<file path="src/rtl/period_monitor_ctrl.sv">
// period_monitor_ctrl
// Measures the spacing between synchronous event strobes, classifies each
// interval against a nominal period +/- tolerance and runs a lock/unlock
// sequence. Publishes the last interval, a lock flag and sticky
// too-short / too-long flags for a status register.
//
// state   | meaning
// --------+----------------------------------------------------------
// IDLE    | disabled; counters cleared, events ignored
// ARM     | waiting for the first event to open a measurement
// MEASURE | counting cycles since the last event, checking each interval

module period_monitor_ctrl #(
  parameter int CNT_W      = 16,
  parameter int EXP_PERIOD = 10,
  parameter int TOL        = 1,
  parameter int N_LOCK     = 4
) (
  input  logic             clk,
  input  logic             rst_n,
  input  logic             en,
  input  logic             event_i,
  input  logic             clr_i,
  output logic [CNT_W-1:0] period_o,
  output logic             period_valid_o,
  output logic             locked_o,
  output logic             too_short_o,
  output logic             too_long_o,
  output logic [1:0]       state_o
);

  // Width of the good-interval counter; it saturates at N_LOCK.
  localparam int GOOD_W = (N_LOCK < 2) ? 1 : $clog2(N_LOCK + 1);

  localparam logic [CNT_W-1:0]  MIN_P    = CNT_W'(EXP_PERIOD - TOL);
  localparam logic [CNT_W-1:0]  MAX_P    = CNT_W'(EXP_PERIOD + TOL);
  localparam logic [GOOD_W-1:0] N_LOCK_G = GOOD_W'(N_LOCK);

  // The window must sit strictly inside the counter range so that an
  // overrun is always detected before cnt could wrap.
  if (!((TOL < EXP_PERIOD) &&
        (longint'(EXP_PERIOD) < ((longint'(1) << CNT_W) - longint'(TOL))))) begin : g_bad_window
    $error("period_monitor_ctrl: need TOL < EXP_PERIOD < 2**CNT_W - TOL");
  end

  if (N_LOCK < 1) begin : g_bad_lock
    $error("period_monitor_ctrl: N_LOCK must be at least 1");
  end

  typedef enum logic [1:0] {
    IDLE    = 2'd0,
    ARM     = 2'd1,
    MEASURE = 2'd2
  } state_t;

  state_t            state, state_nxt;
  logic [CNT_W-1:0]  cnt, cnt_nxt;
  logic [GOOD_W-1:0] good_cnt, good_nxt;
  logic [CNT_W-1:0]  period_nxt;
  logic              valid_nxt;
  logic              locked_nxt;
  logic              short_nxt;
  logic              long_nxt;

  // Interval classification for the current cycle.
  logic [CNT_W-1:0]  p_cur;
  logic              is_short;
  logic              at_max;
  logic [GOOD_W-1:0] good_inc;

  // Interval that an event in this cycle would close, and its class.
  always_comb begin
    p_cur    = cnt + CNT_W'(1);
    is_short = (p_cur < MIN_P);
    at_max   = (p_cur == MAX_P);
    good_inc = (good_cnt == N_LOCK_G) ? good_cnt : good_cnt + GOOD_W'(1);
  end

  // State register plus all registered results.
  always_ff @(posedge clk or negedge rst_n) begin
    if (!rst_n) begin
      state          <= IDLE;
      cnt            <= '0;
      good_cnt       <= '0;
      period_o       <= '0;
      period_valid_o <= 1'b0;
      locked_o       <= 1'b0;
      too_short_o    <= 1'b0;
      too_long_o     <= 1'b0;
    end else begin
      state          <= state_nxt;
      cnt            <= cnt_nxt;
      good_cnt       <= good_nxt;
      period_o       <= period_nxt;
      period_valid_o <= valid_nxt;
      locked_o       <= locked_nxt;
      too_short_o    <= short_nxt;
      too_long_o     <= long_nxt;
    end
  end

  // Next-state and next-result decode; a violation set beats a same-cycle clear.
  always_comb begin
    state_nxt  = state;
    cnt_nxt    = cnt;
    good_nxt   = good_cnt;
    period_nxt = period_o;
    valid_nxt  = 1'b0;
    locked_nxt = locked_o;
    short_nxt  = too_short_o & ~clr_i;
    long_nxt   = too_long_o & ~clr_i;

    if (!en) begin
      state_nxt  = IDLE;
      cnt_nxt    = '0;
      good_nxt   = '0;
      locked_nxt = 1'b0;
    end else begin
      case (state)
        IDLE: begin
          state_nxt = ARM;
          cnt_nxt   = '0;
        end

        ARM: begin
          if (event_i) begin
            state_nxt = MEASURE;
            cnt_nxt   = '0;
          end
        end

        MEASURE: begin
          if (event_i) begin
            period_nxt = p_cur;
            valid_nxt  = 1'b1;
            cnt_nxt    = '0;
            if (is_short) begin
              short_nxt  = 1'b1;
              locked_nxt = 1'b0;
              good_nxt   = '0;
            end else begin
              // Overrun fires at MAX, so any interval reaching here is in window.
              good_nxt = good_inc;
              if (good_inc == N_LOCK_G) begin
                locked_nxt = 1'b1;
              end
            end
          end else if (at_max) begin
            long_nxt   = 1'b1;
            locked_nxt = 1'b0;
            good_nxt   = '0;
            cnt_nxt    = '0;
            state_nxt  = ARM;
          end else begin
            cnt_nxt = p_cur;
          end
        end

        default: begin
          state_nxt = IDLE;
          cnt_nxt   = '0;
          good_nxt  = '0;
        end
      endcase
    end
  end

  assign state_o = state;

endmodule

</file>
<file path="config.mk">
export PLATFORM = sky130hd
export DESIGN_NAME = period_monitor_ctrl
export DESIGN_NICKNAME = d
export VERILOG_FILES = /design/src/rtl/period_monitor_ctrl.sv
export SDC_FILE = /design/constraint.sdc
export NUM_CORES = 1
export LEC_CHECK = 0
export BUFFER_PORTS_ARGS = -buffer_cell sky130_fd_sc_hd__buf_2
export CAP_MARGIN = 5
export CORE_MARGIN = 3
export CORE_UTILIZATION = 34
export CTS_CLUSTER_SIZE = 40
export DETAILED_ROUTE_END_ITERATION = 16
export SETUP_SLACK_MARGIN = 0.4
export SYNTH_ARGS = -nofsm -noshare
export SYNTH_HDL_FRONTEND = slang
export SYNTH_SLANG_ARGS = --single-unit
</file>
<file path="constraint.sdc">
create_clock -name clk -period 2.9 [get_ports clk]
set_input_delay 0.29 -clock clk [delete_from_list [all_inputs] [get_ports clk]]
set_output_delay 0.29 -clock clk [all_outputs]
set_load 0.01 [all_outputs]
</file>
After elaboration in Yosys (flattened, before gate mapping). Cells that the tools add are included. W data, S select, Z words.

Register bits: 41. Bits in latches: 0. Bits in writable memories: 0. ROM bits: 0. Input bits: 5. Output and inout port bits: 22. Word-level logic and storage cells: 66. Memories: 0.

Add/subtract/negate cells: 2. Multipliers: 0. Divide/modulo/power cells: 0. Order comparisons: 1. Eq/ne operators: 13. Shift operators: 0. Mux-type cells: 33. Bitwise logic cells: 3. Reduce and logical (&&, ||, !) cells: 6.

Operators with widths (count): $mux W16 (4); $pmux W16 S2 (1); $mux W1 (17); $add A16 B1 Y16 const B (1); $eq A16 B4 Y1 const B (1); $lt A16 B4 Y1 const B (1); $mux W3 (5); $ne A3 B3 Y1 const B (3); $reduce_and A3 Y1 (3); $mux W2 (4); $eq A3 B3 Y1 const B (2); $pmux W2 S3 (1); $pmux W3 S2 (1); $ne A4 B2 Y1 const B (1); $ne A4 B4 Y1 const B (1); $add A3 B1 Y3 const B (1); $ne A3 B1 Y1 const B (1); $and A1 B1 Y1 (2); $eq A2 B1 Y1 const B (1); $eq A2 B2 Y1 const B (1); $logic_not A2 Y1 (1); $ne A2 B1 Y1 const B (1); $ne A2 B2 Y1 const B (1); $reduce_and A2 Y1 (1); 2 further kinds (2).

Logic depth before layout (Yosys ltp).
Depth after elaboration: 8. Depth in mapped cells: 10. Gate-level depth less buffers: 8.

Worst setup path after synthesis. OpenSTA, ideal clock, no wires.

Path kind: flip-flop to flip-flop. Start point: register cnt[0]. End point: register good_cnt[1]. Library setup time: 0.122 ns. Arrival: 2.347 ns. Data required time: 2.778 ns. Slack: 0.431 ns. Stages on the path, launching flop included: 9. Clock period less this slack: 2.469 ns. Path through: dfrtp_1 > ha_1 > and4_4 > buf_6 > and3_4 > a211oi_2 > o211ai_2 > or4_4 > a32o_1.

Word-level cells in the longest chain between the ends: 6. Elaborated cells on any way between the ends: 9. Those cells by class: add/sub (1); order compare (1); eq/ne (2); mux (4); reduce/logical (1).

Ends and longest elaborated chain: from (decl) (line 57) `logic [CNT_W-1:0] cnt, cnt_nxt;`; from (signal assigned) (line 92) `cnt <= cnt_nxt;`; $add A16 B1 Y16 * (line 73) `p_cur = cnt + CNT_W'(1);`; $lt A16 B4 Y1 (line 74) `is_short = (p_cur < MIN_P);`; $mux W3 (line 137) `if (is_short) begin`; $mux W3 (line 133) `if (event_i) begin`; $pmux W3 S2 (line 119) `case (state)`; $mux W3 (line 113) `if (!en) begin`; to (signal assigned) (line 93) `good_cnt <= good_nxt;`; to (decl) (line 58) `logic [GOOD_W-1:0] good_cnt, good_nxt;`.

Every way passes the cells marked *; elsewhere a longest branch is shown, timed or not. A chain may end at the register's enable or synchronous reset.

Worst setup path in the final report.
Start point: register cnt[1]. End point: register cnt[11].

Word-level cells in the longest chain between the ends: 6.

Ends and longest elaborated chain: $add A16 B1 Y16 * (line 73); $eq A16 B4 Y1 (line 75) `at_max = (p_cur == MAX_P);`; $mux W16 * (line 148) `end else if (at_max) begin`; $mux W16 * (line 133); $pmux W16 S2 * (line 119); $mux W16 * (line 113).

Marks and branches as above.

==> impl_metrics.ini <==
[synthesis]
synthesis.nets = 267
yosysTopAreaCell = dfrtp_1
synth_seq_cells = 41
synth_cell_types = 60
ys.flop_type = dfrtp_1
ys_warn_count = 0
synth_top_cell_area_share_pct = 42.6
syn_area_sq_um = 2410
post_synth.cell_area_avg_sq_um = 9.34
netlist_instances = 258
synth_area_leaders = dfrtp_1, o21ai_0, nand2_1
ys_async_sr_fraction_pct = 100
synth-seq-area-share_pct = 42.6
synth_edf_count = 0

[critical_path]
critPathCaptureType = register
crit_type = reg2reg
start_kind = register
critical_path_required_ns = 3.05
worstReg2RegStart = cnt[1]
r2r-end = cnt[11]
r2r_slack_ns = 0.47
path_buf_inv = 0
reg2reg_depth = 8
arrival_ns = 2.59
critical-path-top-delay-family = compound AO/OA/AOI/OAI gates
path_max_fanout = 17
cp_slowest_cell = o31a_4
slowest_delay_ns = 0.47
path_cells = ha_4 -> and4_4 -> and3_4 -> a211oi_4 -> o211ai_4 -> o31a_4 -> a41oi_1 -> a31oi_1

[clock_network]
clk_latency_ns = 0.29
cts_buffers = 5
htree_levels = 2
root_buffer = clkbuf_8
clock_path_buffers = 2
cts.sinks = 41
cts_tree = built
clk_pin_slew_ns = 0.08

[floorplan]
fp.coreArea_sq_um = 6830
fp.dieW_um = 90.2
die_h_um = 90.2
ios = 27
start_util_pct = 35.3
rows = 30
die_area_sq_um = 8130

[timing]
maxSlewViolCount = 0
holdWs_ns = 0.129
finalHoldViolCount = 0
rsz0062_at_grt = yes
tightest_slew_ns = 0.924
setup-tns-final_ns = 0
fin_crit_ns = 2.43
period_share_pct = 83.8
setup_viol = 0
max_slew_margin_pct = 38.4
fmax_mhz = 411
fin_worst_skew_ns = 0.00639

[detailed_routing]
wire_per_inst_um = 14.1
routed_wirelength_um = 5430
drtPass1Iterations = 4
ant_nets = 0
vias = 1960
drc = 0
viasPerCell = 5.08
drt_iter0_markers = 105

[layout]
fin_area_sq_um = 2890
seq_area_sq_um = 1030
drive_gt1_share_pct = 28.3
num_antenna_cells = 0
nFillCells = 722
syn2layout_area_growth_pct = 19.9
multi_input_area_sq_um = 1350
nets = 299
layout_common_cells = dfrtp_1, nand2_1, o21ai_0, buf_2, buf_4
layout.cells.non_filler = 386
mostFrequentLayoutCell = dfrtp_1

[min_path]
hold_class = in2async

[status]
status = completed

[place]
port_buffers = 26
place_inst = 368
hpwl_um = 3620
gp_congestion = 0.844
placed_area_sq_um = 2600

[job]
cap_violations = 0

[power]
power_w = 0.00107
leakagePower_nw = 1.32
powerDensity_nw_per_um2 = 370
ir_drop_mv = 0.156

[global_route]
gr-total-overflow = 0
grt_pass1_wl_um = 9020
antenna_found_initial = 0
gr-usage-all-layers_pct = 13.5
grt_pass1_vias = 1831
grt_max_degree = 42
==> flip-flops by register name, summed over array words and instances (netlist names) <==
register	cells
cnt	16
good_cnt	3
locked_o	1
period_o	16
period_valid_o	1
state_o	2
too_long_o	1
too_short_o	1
==> worst max-delay path by stage <==
stage | start | to | cells after the start
6_report | cnt[1] | cnt[11] | 8
5_1_grt | cnt[1] | cnt[11] | 8
4_1_cts | cnt[0] | good_cnt[2] | 8
3_5_place_dp | cnt[1] | locked_o | 8
3_3_place_gp | cnt[1] | good_cnt[1] | 7
2_1_floorplan | cnt[0] | good_cnt[1] | 8
==> final cells by class <==
class                   count  share of cell area, %
clock buffers               7                   2.99
flip-flops and latches     41                   35.8
repair buffers             43                   8.92
multi-input cells         189                   46.8
well taps                  96                   4.16
inverters                  10                   1.30
==> metrics by stage <==
| stage | setup slack (ns) | util, % |
|---|---|---|
| floorplan | 0.431 | - |
| global placement | 0.253 | 38.1 |
| detailed placement | 0.177 | 38.1 |
| CTS | 0.413 | 40.0 |
| global route | 0.381 | 42.3 |
| finish | 0.468 | 42.3 |
==> cell usage after synthesis (all sizes together), types with 3 or more instances <==
master  number
dfrtp       41
nand2       33
o21ai       27
a21oi       11
buf         11
nand3       11
inv         10
xnor2       10
a31oi        9
and3         8
nor2         8
clkbuf       7
nand2b       7
nand4        5
nor3         5
ha           4
xor2         4
a22o         3
and4         3
nor2b        3
==> power breakdown <==
part | total [W] | leakage (nW) | switching, W | internal [W]
logic | 0.0000862 | 0.725 | 0.0000556 | 0.0000306
registers | 0.000600 | 0.555 | 0.0000124 | 0.000588
clock network | 0.000384 | 0.0443 | 0.000195 | 0.000189
==> logic make-up (layout without fill, tap and decap cells) <==
logic type / count (synthesis) / in the layout / synth area share, %
AO/OA/AOI/OAI: 73 / 73 / 20.4
AND/OR/NAND/NOR: 95 / 95 / 22.6
buffers and inverters: 28 / 60 / 5.92
flip-flops: 41 / 41 / 42.6
XOR/XNOR: 14 / 14 / 5.09
multiplexers: 3 / 3 / 1.35
adder cells (fa/ha/maj): 4 / 4 / 2.08
==> layer usage <==
metal  up-vias  part of all wire [%]  GRT usage (%)
met5         -                     0              0
met4         0                   2.0           4.59
met2        37                    46           21.3
met3         9                   2.9           2.59
li1        982                     -              -
met1       932                    49           18.5
==> what timing repair did <==
item                       4_1_cts  5_1_grt
setup endpoints to repair       21       16
cloned                           0        0
buffers inserted                 2        9
gates resized for setup          8       17
pin swaps                        2        5
hold buffers                     0        0
No activity file was read; power rests on OpenSTA's default activity.
